### config.mk
export PLATFORM = sky130hd
export DESIGN_NAME = axis_crc_engine
export DESIGN_NICKNAME = d
export VERILOG_FILES = /design/src/rtl/axis_crc_pkg.sv /design/src/rtl/axis_crc_engine_crc_byte_update.sv /design/src/rtl/axis_crc_engine.sv
export SDC_FILE = /design/constraint.sdc
export NUM_CORES = 1
export LEC_CHECK = 0
export ABC_AREA = 1
export CAP_MARGIN = 20
export CELL_PAD_IN_SITES_DETAIL_PLACEMENT = 1
export CELL_PAD_IN_SITES_GLOBAL_PLACEMENT = 2
export CORE_UTILIZATION = 25
export CTS_CLUSTER_DIAMETER = 40
export DETAILED_ROUTE_END_ITERATION = 12
export DONT_BUFFER_PORTS = 1
export GPL_TIMING_DRIVEN = 0
export PLACE_DENSITY_LB_ADDON = 0.12
export SYNTH_ARGS = -nofsm -noshare
export SYNTH_HDL_FRONTEND = slang
export SYNTH_HIERARCHICAL = 1
export SYNTH_SLANG_ARGS = --single-unit
### constraint.sdc
create_clock -name aclk -period 2.35 [get_ports aclk]
set_input_delay 0.235 -clock aclk [delete_from_list [all_inputs] [get_ports aclk]]
set_output_delay 0.235 -clock aclk [all_outputs]
set_load 0.05 [all_outputs]
### src/rtl/axis_crc_pkg.sv
// axis_crc_pkg: shared types and CRC helper functions for the AXI-Stream CRC engine.
//   crc_mode_e    : GEN (append CRC) / CHK (verify trailing CRC by residue)
//   crc_state_e   : engine FSM states
//   crc_byte_step : one byte through an up-to-32-bit serial CRC, normal-form polynomial
//   bit_reverse   : reverse the low 'width' bits of a 32-bit word
package axis_crc_pkg;

  typedef enum logic {
    CRC_GEN = 1'b0,
    CRC_CHK = 1'b1
  } crc_mode_e;

  typedef enum logic [1:0] {
    ST_IDLE   = 2'd0,
    ST_DATA   = 2'd1,
    ST_APPEND = 2'd2
  } crc_state_e;

  // The register is left-aligned in 32 bits so the feedback tap is always bit 31,
  // whatever the CRC width; the result is shifted back down at the end.
  function automatic logic [31:0] crc_byte_step(input logic [31:0]   crc,
                                                input logic [7:0]    data,
                                                input logic [31:0]   poly,
                                                input int unsigned   width,
                                                input logic          refin);
    logic [31:0] c;
    logic [31:0] p;
    logic [7:0]  d;
    logic        fb;
    c = crc << (32 - width);
    p = poly << (32 - width);
    for (int i = 0; i < 8; i++) begin
      d[i] = refin ? data[7-i] : data[i];
    end
    for (int i = 0; i < 8; i++) begin
      fb = c[31] ^ d[7-i];
      c  = c << 1;
      if (fb) c = c ^ p;
    end
    return c >> (32 - width);
  endfunction

  // Caller must pass v with bits above 'width' cleared.
  function automatic logic [31:0] bit_reverse(input logic [31:0] v,
                                              input int unsigned width);
    logic [31:0] r;
    for (int i = 0; i < 32; i++) begin
      r[31-i] = v[i];
    end
    return r >> (32 - width);
  endfunction

endpackage

### src/rtl/axis_crc_engine_crc_byte_update.sv
// crc_byte_update: purely combinational next-CRC for one input byte.
//   crc_in  [CRC_W-1:0] : current CRC register
//   data_in [7:0]       : byte to absorb (LSB-first when REFIN=1)
//   crc_out [CRC_W-1:0] : register after 8 serial polynomial steps
module crc_byte_update
  import axis_crc_pkg::*;
#(
  parameter int unsigned      CRC_W = 8,
  parameter logic [CRC_W-1:0] POLY  = CRC_W'(8'h07),
  parameter bit               REFIN = 1'b0
) (
  input  logic [CRC_W-1:0] crc_in,
  input  logic [7:0]       data_in,
  output logic [CRC_W-1:0] crc_out
);

  assign crc_out = CRC_W'(crc_byte_step(32'(crc_in), data_in, 32'(POLY), CRC_W, REFIN));

endmodule

### src/rtl/axis_crc_engine.sv
// axis_crc_engine: byte-wide AXI-Stream CRC generator / checker with one output register.
//   aclk, areset          : clock, asynchronous active-high reset
//   s_axis_*              : input byte stream (tdata/tvalid/tlast/tready)
//   m_axis_*              : output byte stream; tuser flags a CRC error on the CHK last beat
//   crc_en                : packet CRC enable, sampled on the first beat of each packet
//   crc_value, crc_done   : final CRC of the last completed packet and its update pulse
//   pkt_count, err_count  : present only when CRC_AXIS_STATS_EN is defined
//
// state     | meaning
// ST_IDLE   | waiting for the first beat of a packet; crc register base is INIT
// ST_DATA   | mid-packet, each accepted byte updates the crc register
// ST_APPEND | GEN only: emitting the CRC_W/8 final CRC bytes, input stalled
module axis_crc_engine
  import axis_crc_pkg::*;
#(
  parameter int unsigned      CRC_W   = 8,
  parameter logic [CRC_W-1:0] POLY    = CRC_W'(8'h07),
  parameter logic [CRC_W-1:0] INIT    = '0,
  parameter logic [CRC_W-1:0] XOROUT  = '0,
  parameter bit               REFIN   = 1'b0,
  parameter bit               REFOUT  = 1'b0,
  parameter bit               MODE    = 1'b0,
  parameter logic [CRC_W-1:0] RESIDUE = '0
) (
  input  logic             aclk,
  input  logic             areset,
  input  logic [7:0]       s_axis_tdata,
  input  logic             s_axis_tvalid,
  input  logic             s_axis_tlast,
  output logic             s_axis_tready,
  output logic [7:0]       m_axis_tdata,
  output logic             m_axis_tvalid,
  output logic             m_axis_tlast,
  output logic             m_axis_tuser,
  input  logic             m_axis_tready,
  input  logic             crc_en,
  output logic [CRC_W-1:0] crc_value,
  output logic             crc_done
`ifdef CRC_AXIS_STATS_EN
  ,
  output logic [31:0]      pkt_count,
  output logic [31:0]      err_count
`endif
);

  localparam int unsigned NBYTES = CRC_W / 8;
  localparam crc_mode_e   MODE_E = crc_mode_e'(MODE);
  localparam bit          IS_CHK = (MODE_E == CRC_CHK);

  crc_state_e       state_q, state_d;
  logic [CRC_W-1:0] crc_q, crc_d;
  logic [CRC_W-1:0] app_sr_q, app_sr_d;
  logic [CRC_W-1:0] crc_value_q, crc_value_d;
  logic             crc_done_q, crc_done_d;
  logic             pkt_en_q, pkt_en_d;
  logic [2:0]       cnt_q, cnt_d;
  logic [7:0]       m_data_q, m_data_d;
  logic             m_valid_q, m_valid_d;
  logic             m_last_q, m_last_d;
  logic             m_user_q, m_user_d;

  logic [CRC_W-1:0] crc_base, crc_next, crc_final;
  logic             pkt_en_cur, out_ready, s_ready, in_xfer;

  assign out_ready  = !m_valid_q || m_axis_tready;
  assign s_ready    = out_ready && (state_q != ST_APPEND) && !areset;
  assign in_xfer    = s_axis_tvalid && s_ready;
  // First beat of a packet starts from INIT and uses the live crc_en.
  assign crc_base   = (state_q == ST_IDLE) ? INIT : crc_q;
  assign pkt_en_cur = (state_q == ST_IDLE) ? crc_en : pkt_en_q;

  crc_byte_update #(
    .CRC_W (CRC_W),
    .POLY  (POLY),
    .REFIN (REFIN)
  ) u_byte_update (
    .crc_in  (crc_base),
    .data_in (s_axis_tdata),
    .crc_out (crc_next)
  );

  assign crc_final = (REFOUT ? CRC_W'(bit_reverse(32'(crc_next), CRC_W)) : crc_next) ^ XOROUT;

  always_comb begin
    state_d     = state_q;
    crc_d       = crc_q;
    app_sr_d    = app_sr_q;
    crc_value_d = crc_value_q;
    crc_done_d  = 1'b0;
    pkt_en_d    = pkt_en_q;
    cnt_d       = cnt_q;
    m_data_d    = m_data_q;
    m_valid_d   = m_valid_q && !m_axis_tready;
    m_last_d    = m_last_q;
    m_user_d    = m_user_q;
    case (state_q)
      ST_IDLE, ST_DATA: begin
        if (in_xfer) begin
          crc_d     = crc_next;
          pkt_en_d  = pkt_en_cur;
          m_data_d  = s_axis_tdata;
          m_valid_d = 1'b1;
          m_last_d  = s_axis_tlast;
          m_user_d  = 1'b0;
          state_d   = ST_DATA;
          if (s_axis_tlast) begin
            state_d = ST_IDLE;
            if (pkt_en_cur) begin
              crc_value_d = crc_final;
              crc_done_d  = 1'b1;
              if (IS_CHK) begin
                m_user_d = (crc_next != RESIDUE);
              end else begin
                // Packet continues with the CRC bytes, so this beat is not last.
                m_last_d = 1'b0;
                app_sr_d = crc_final;
                cnt_d    = 3'(NBYTES);
                state_d  = ST_APPEND;
              end
            end
          end
        end
      end
      ST_APPEND: begin
        if (out_ready) begin
          m_valid_d = 1'b1;
          m_user_d  = 1'b0;
          m_data_d  = REFOUT ? app_sr_q[7:0] : app_sr_q[CRC_W-1 -: 8];
          app_sr_d  = REFOUT ? (app_sr_q >> 8) : (app_sr_q << 8);
          cnt_d     = cnt_q - 3'd1;
          m_last_d  = (cnt_q == 3'd1);
          if (cnt_q == 3'd1) state_d = ST_IDLE;
        end
      end
      default: state_d = ST_IDLE;
    endcase
  end

  always_ff @(posedge aclk or posedge areset) begin
    if (areset) begin
      state_q     <= ST_IDLE;
      crc_q       <= INIT;
      app_sr_q    <= '0;
      crc_value_q <= '0;
      crc_done_q  <= 1'b0;
      pkt_en_q    <= 1'b0;
      cnt_q       <= 3'd0;
      m_data_q    <= 8'h00;
      m_valid_q   <= 1'b0;
      m_last_q    <= 1'b0;
      m_user_q    <= 1'b0;
    end else begin
      state_q     <= state_d;
      crc_q       <= crc_d;
      app_sr_q    <= app_sr_d;
      crc_value_q <= crc_value_d;
      crc_done_q  <= crc_done_d;
      pkt_en_q    <= pkt_en_d;
      cnt_q       <= cnt_d;
      m_data_q    <= m_data_d;
      m_valid_q   <= m_valid_d;
      m_last_q    <= m_last_d;
      m_user_q    <= m_user_d;
    end
  end

  assign s_axis_tready = s_ready;
  assign m_axis_tdata  = m_data_q;
  assign m_axis_tvalid = m_valid_q;
  assign m_axis_tlast  = m_last_q;
  assign m_axis_tuser  = m_user_q;
  assign crc_value     = crc_value_q;
  assign crc_done      = crc_done_q;

`ifdef CRC_AXIS_STATS_EN
  logic [31:0] pkt_cnt_q, pkt_cnt_d;
  logic [31:0] err_cnt_q, err_cnt_d;

  always_comb begin
    pkt_cnt_d = pkt_cnt_q;
    err_cnt_d = err_cnt_q;
    if (crc_done_d && (pkt_cnt_q != 32'hFFFF_FFFF)) pkt_cnt_d = pkt_cnt_q + 32'd1;
    if (crc_done_d && IS_CHK && m_user_d && (err_cnt_q != 32'hFFFF_FFFF))
      err_cnt_d = err_cnt_q + 32'd1;
  end

  always_ff @(posedge aclk or posedge areset) begin
    if (areset) begin
      pkt_cnt_q <= 32'd0;
      err_cnt_q <= 32'd0;
    end else begin
      pkt_cnt_q <= pkt_cnt_d;
      err_cnt_q <= err_cnt_d;
    end
  end

  assign pkt_count = pkt_cnt_q;
  assign err_count = err_cnt_q;
`endif

endmodule
# After elaboration in Yosys (flattened, before gate mapping)
# Index checks and enable logic that the tools add are counted.
[op_classes] n_addsub=1 mux=44 n_bitwise=16 reduce_logical=16 n_eq_ne=9
[ops] cell="$mux 27" count=8
[ops] cell="$mux 8" count=7
[ops] cell="$pmux 8 s2" count=2
[ops] cell="$not 3->3" count=8
[ops] cell="$mux 1" count=13
[ops] cell="$mux 3" count=4
[ops] cell="$ne 2x2->1 const B" count=6
[ops] cell="$mux 2" count=5
[ops] cell="$xor 1x1->1" count=8
[ops] cell="$pmux 1 s2" count=3
[ops] cell="$pmux 3 s2" count=1
[ops] cell="$reduce_and 3->1" count=2
[ops] cell="$reduce_and 5->1" count=1
[ops] cell="$logic_and 1x1->1" count=4
[ops] cell="$pmux 2 s2" count=1
[ops] cell="$reduce_and 4->1" count=1
[ops] cell="$eq 3x1->1 const B" count=1
[ops] cell="$logic_not 1->1" count=3
[ops] cell="$sub 3x1->3 const B" count=1
[ops] cell="$eq 2x1->1 const B" count=1
[ops] cell="$eq 2x2->1 const B" count=1
[ops] cell="$logic_not 2->1" count=1
[ops] cell="$reduce_and 2->1" count=1
[ops] cell="$reduce_bool 2->1" count=1
[ops] cell="2 further kinds" count=2
[word_totals] in_bits=14 ff_bits=42 output_inout_bits=21 wordCells=97

# Longest topological paths before layout
[depth] depth_word=22 depth_mapped=16 mapped_depth_nobuf=14

# Hierarchy
# Netlist, hierarchy kept.
[by_module_without_submodules] module="axis_crc_engine" area_per_inst_um2=1963.1 n_inst=1 cells_per_inst=238 seq_area_each_um2=1026.0
[by_module_without_submodules] module="crc_byte_update" area_per_inst_um2=290.3 n_inst=1 cells_per_inst=57 seq_area_each_um2=0.0

# Worst setup path before layout
# No wires, ideal clock.
[synth_path] kind="in2reg" startpoint="input port areset" endpoint="register app_sr_q[4]" path_slack_ns=0.348 stages=7 required_time_ns=2.232 arrival_time_ns=1.884 n_path_buf=1 cell_sequence="inv_1 nand4_4 nand2_4 nand3_2 buf_6 nand2_1 nand2_1"
[synth_via] elab_chain_cells=5
[synth_rtl] element="from (decl)" line="axis_crc_engine.sv:26" source="input logic areset,"
[synth_rtl] element="$logic_not 1->1 (no line)"
[synth_rtl] element="$logic_and 1x1->1" line="axis_crc_engine.sv:66" source="assign s_ready = out_ready && (state_q != ST_APPEND) && !areset;"
[synth_rtl] element="$logic_and 1x1->1" line="axis_crc_engine.sv:67" source="assign in_xfer = s_axis_tvalid && s_ready;"
[synth_rtl] element="$ne 2x2->1 (no line)"
[synth_rtl] element="$reduce_and 5->1 (no line)"
[synth_rtl] element="to (signal assigned)" line="axis_crc_engine.sv:155" source="app_sr_q <= app_sr_d;"
[synth_rtl] element="to (decl)" line="axis_crc_engine.sv:52" source="logic [CRC_W-1:0] app_sr_q, app_sr_d;"
# Every way passes these cells.
# A chain may end at the register's enable or synchronous reset.

# Worst setup path in the final report
[layout_path] startpoint="register state_q[1]" endpoint="output port s_axis_tready"
[layout_via] elab_chain_cells=3
[layout_rtl] element="from (decl)" line="axis_crc_engine.sv:50" source="crc_state_e state_q, state_d;"
[layout_rtl] element="from (signal assigned)" line="axis_crc_engine.sv:153" source="state_q <= state_d;"
[layout_rtl] element="$ne 2x2->1" line="axis_crc_engine.sv:66"
[layout_rtl] element="$logic_and 1x1->1 (2 in series)" line="axis_crc_engine.sv:66"
[layout_rtl] element="to (decl)" line="axis_crc_engine.sv:30" source="output logic s_axis_tready,"
# Every way passes these cells.

==> results by group <==
Outcome
  • Status: finished clean

Layout
  • Diode count: 0
  • Multi-input logic area: 1030 sq um
  • Reg area: 1030 sq um
  • Fin area: 2550 sq um
  • Layout Nets: 320
  • Fillers: 1070
  • Synth-to-layout area growth: 13.3%
  • Share of cells above drive strength 1: 0.111

Timing
  • Setup_tns: 0 ps
  • Relative slew slack: 0.407
  • Setup Viol. Count Final: 0
  • Final-report hold violation count: 0
  • Fmax: 0.452 GHz
  • Final slew viol count: 0
  • Worst Skew: 2.97 ps
  • Fin crit share: 0.941
  • Crit path time final: 2210 ps
  • Worst-Margin Slew: 886 ps
  • RSZ-0062 raised after global routing: false

Die
  • Row cnt: 34
  • Core area: 8720 sq um
  • Initial Util: 0.258
  • Die height: 96.9 um
  • DIE AREA: 9400 sq um
  • I/O Pins: 35
  • Chip Width: 96.9 um

Global routing
  • Gr ovfl total: 0
  • First-pass GRT wire length: 9630 um
  • GRT Util Overall: 0.132
  • Number of global-route vias before repair: 1764
  • Pin count of the biggest net entering global routing: 31
  • Initial antenna violation count: 0

Pwr
  • PD cells: 1590 nW/um^2
  • VDD IR max: 0.301 mV
  • Leak: 0.00139 uW
  • Total power: 4060 uW

Logic synthesis
  • Synth Instances: 295
  • Flops & latches, synth: 41
  • Avg Cell Area, Syn: 7.64 sq um
  • Predominant post-synthesis flop cell: dfrtp_1
  • Sequential fraction of the synthesis area: 0.455
  • Post-synth ARST share: 1.00
  • Syn Nets: 311
  • Post-synth top area share: 0.455
  • Synth area leaders: dfrtp_1 46%, nand2_1 23%, inv_1 4.7%
  • EDFF count, synth: 0
  • Warnings, synthesis: 6
  • Netlist Area Pre-Place: 2250 sq um
  • Area leader, netlist: dfrtp_1
  • Synth cell types: 25

Place
  • Dpl cell area: 2410 sq um
  • RD Place Congestion: 0.675
  • Port Buffers: 0
  • Dpl hpwl: 4420 um

Setup path
  • Critical path launch point type: flop
  • CP Data Required Time: 2120 ps
  • CP Class: reg2out
  • Worst setup EP type: output port
  • Worst Path Max Fanout: 10
  • CP arrival: 1980 ps
  • Reg2Reg Depth: 16

Drt
  • Drt drc: 0
  • Pre-Repair DR Iteration Count: 4
  • Vias per cell: 4.19
  • Antenna-violating nets left: 0
  • WL final: 5690 um
  • DR WL/cell: 13.8 um
  • Vias: 1732
  • Starting DRC count in detailed routing: 38

Clocking
  • H-tree depth: 2
  • Clock tree buffer depth: 2
  • CTS sink count: 41
  • Post-CTS Setup Bufs: 0
  • Clk slew on worst S/H paths: 80 ps
  • CTS tree: yes
  • CTS root buf: clkbuf_8
  • CTS Buf Count: 5
  • Worst-Skew Late Latency: 290 ps

Run
  • Maxcap violations: 0

Min path
  • HP Class: in2reg
  • Hold Path Depth: 4
-- cell usage after synthesis, types with 2 or more instances --
library cell	instances
dfrtp_1	41
xnor2_1	6
inv_2	3
xor2_1	8
nand2_2	4
nor2_4	2
nor2_1	15
nand2_1	139
buf_6	4
nand3_1	17
ha_1	2
inv_1	28
nand2_4	4
o21ai_0	11
-- routing by layer --
layer	global-route usage	wire length, um
met5	0	0
met2	0.199	2430
met1	0.184	3000
met3	0.0347	188
met4	0.0379	73
-- cell usage in the layout (no fill, tap or decap), drive strengths merged --
master / count
a21boi: 1
a21oi: 1
buf: 8
bufinv: 2
clkbuf: 5
clkinv: 2
conb: 1
dfrtp: 41
dlygate4sd3: 1
ha: 2
inv: 31
nand2: 147
nand3: 18
nand4: 1
nor2: 18
o21ai: 12
xnor2: 6
xor2: 8
-- final timing paths --
kind	start	endpoint	slack, ps
worst min register to register	app_sr_q[4]	app_sr_q[4]	480
worst min-delay path	s_axis_tdata[5]	m_axis_tdata[5]	150
worst max-delay path	state_q[1]	s_axis_tready	140
min in group asynchronous	areset	pkt_en_q	360
worst max register to register	state_q[1]	app_sr_q[1]	410
max in group asynchronous	areset	crc_q[3]	1520
-- layout make-up --
| type | count | share of cell area |
|---|---|---|
| plain buffers | 7 | 0.0284 |
| clock buffers | 5 | 0.0270 |
| clock inverters | 3 | 0.0255 |
| inverters | 32 | 0.0471 |
| multi-input cells | 215 | 0.405 |
| flip-flops and latches | 41 | 0.402 |
| well taps | 108 | 0.0529 |
| repair buffers | 2 | 0.0118 |
-- where the power goes --
part / switching (uW) / total [uW] / internal [uW]
logic: 1100 / 1670 / 576
clock network: 258 / 680 / 422
registers: 689 / 1710 / 1020
total: 2040 / 4060 / 2020
-- state kept, by name, indices dropped and copies added, names as in the netlist --
signal and flops:
crc_q 8, cnt_q 3, app_sr_q 8, m_axis_tdata 8, pkt_en_q 1, crc_value 8, crc_done 1, m_axis_tvalid 1
m_axis_tlast 1, state_q 2
-- logic make-up (layout without fill, tap and decap cells) --
| family | Yosys count | after routing | share of synthesized area |
|---|---|---|---|
| buf+inv | 39 | 49 | 0.0855 |
| xor+xnor | 14 | 14 | 0.0544 |
| other cells | 1 | 1 | 0.00166 |
| simple gates | 184 | 184 | 0.358 |
| flops | 41 | 41 | 0.455 |
| compound gates | 14 | 14 | 0.0339 |
| fa+ha+maj | 2 | 2 | 0.0111 |
-- metrics by stage --
| step | utilization | setup slack [ps] | hold WS [ps] | instances |
|---|---|---|---|---|
| 2_1_floorplan | - | 348 | 437 | 295 |
| 6_report | 0.293 | 138 | 147 | 413 |
| 3_5_place_dp | 0.276 | 400 | 114 | 404 |
| 5_1_grt | 0.293 | 18.1 | 153 | 413 |
| 4_1_cts | 0.293 | 104 | 136 | 413 |
| 3_3_place_gp | 0.274 | -333 | 446 | 403 |
-- worst max-delay path, cell delays in order (launching register included) --
cell and delay (ps):
dfrtp_1 380, buf_6 150, nand2_4 120, buf_2 260, nand2_1 80, nor2_1 680
-- repair_timing --
| action | CTS | global route |
|---|---|---|
| setup endpoints to repair | 0 | 0 |
| resized for setup | 0 | 0 |
| hold endpoints to repair | 11 | 0 |
| hold buffers | 1 | 0 |
(Power assumes the default switching activity.)
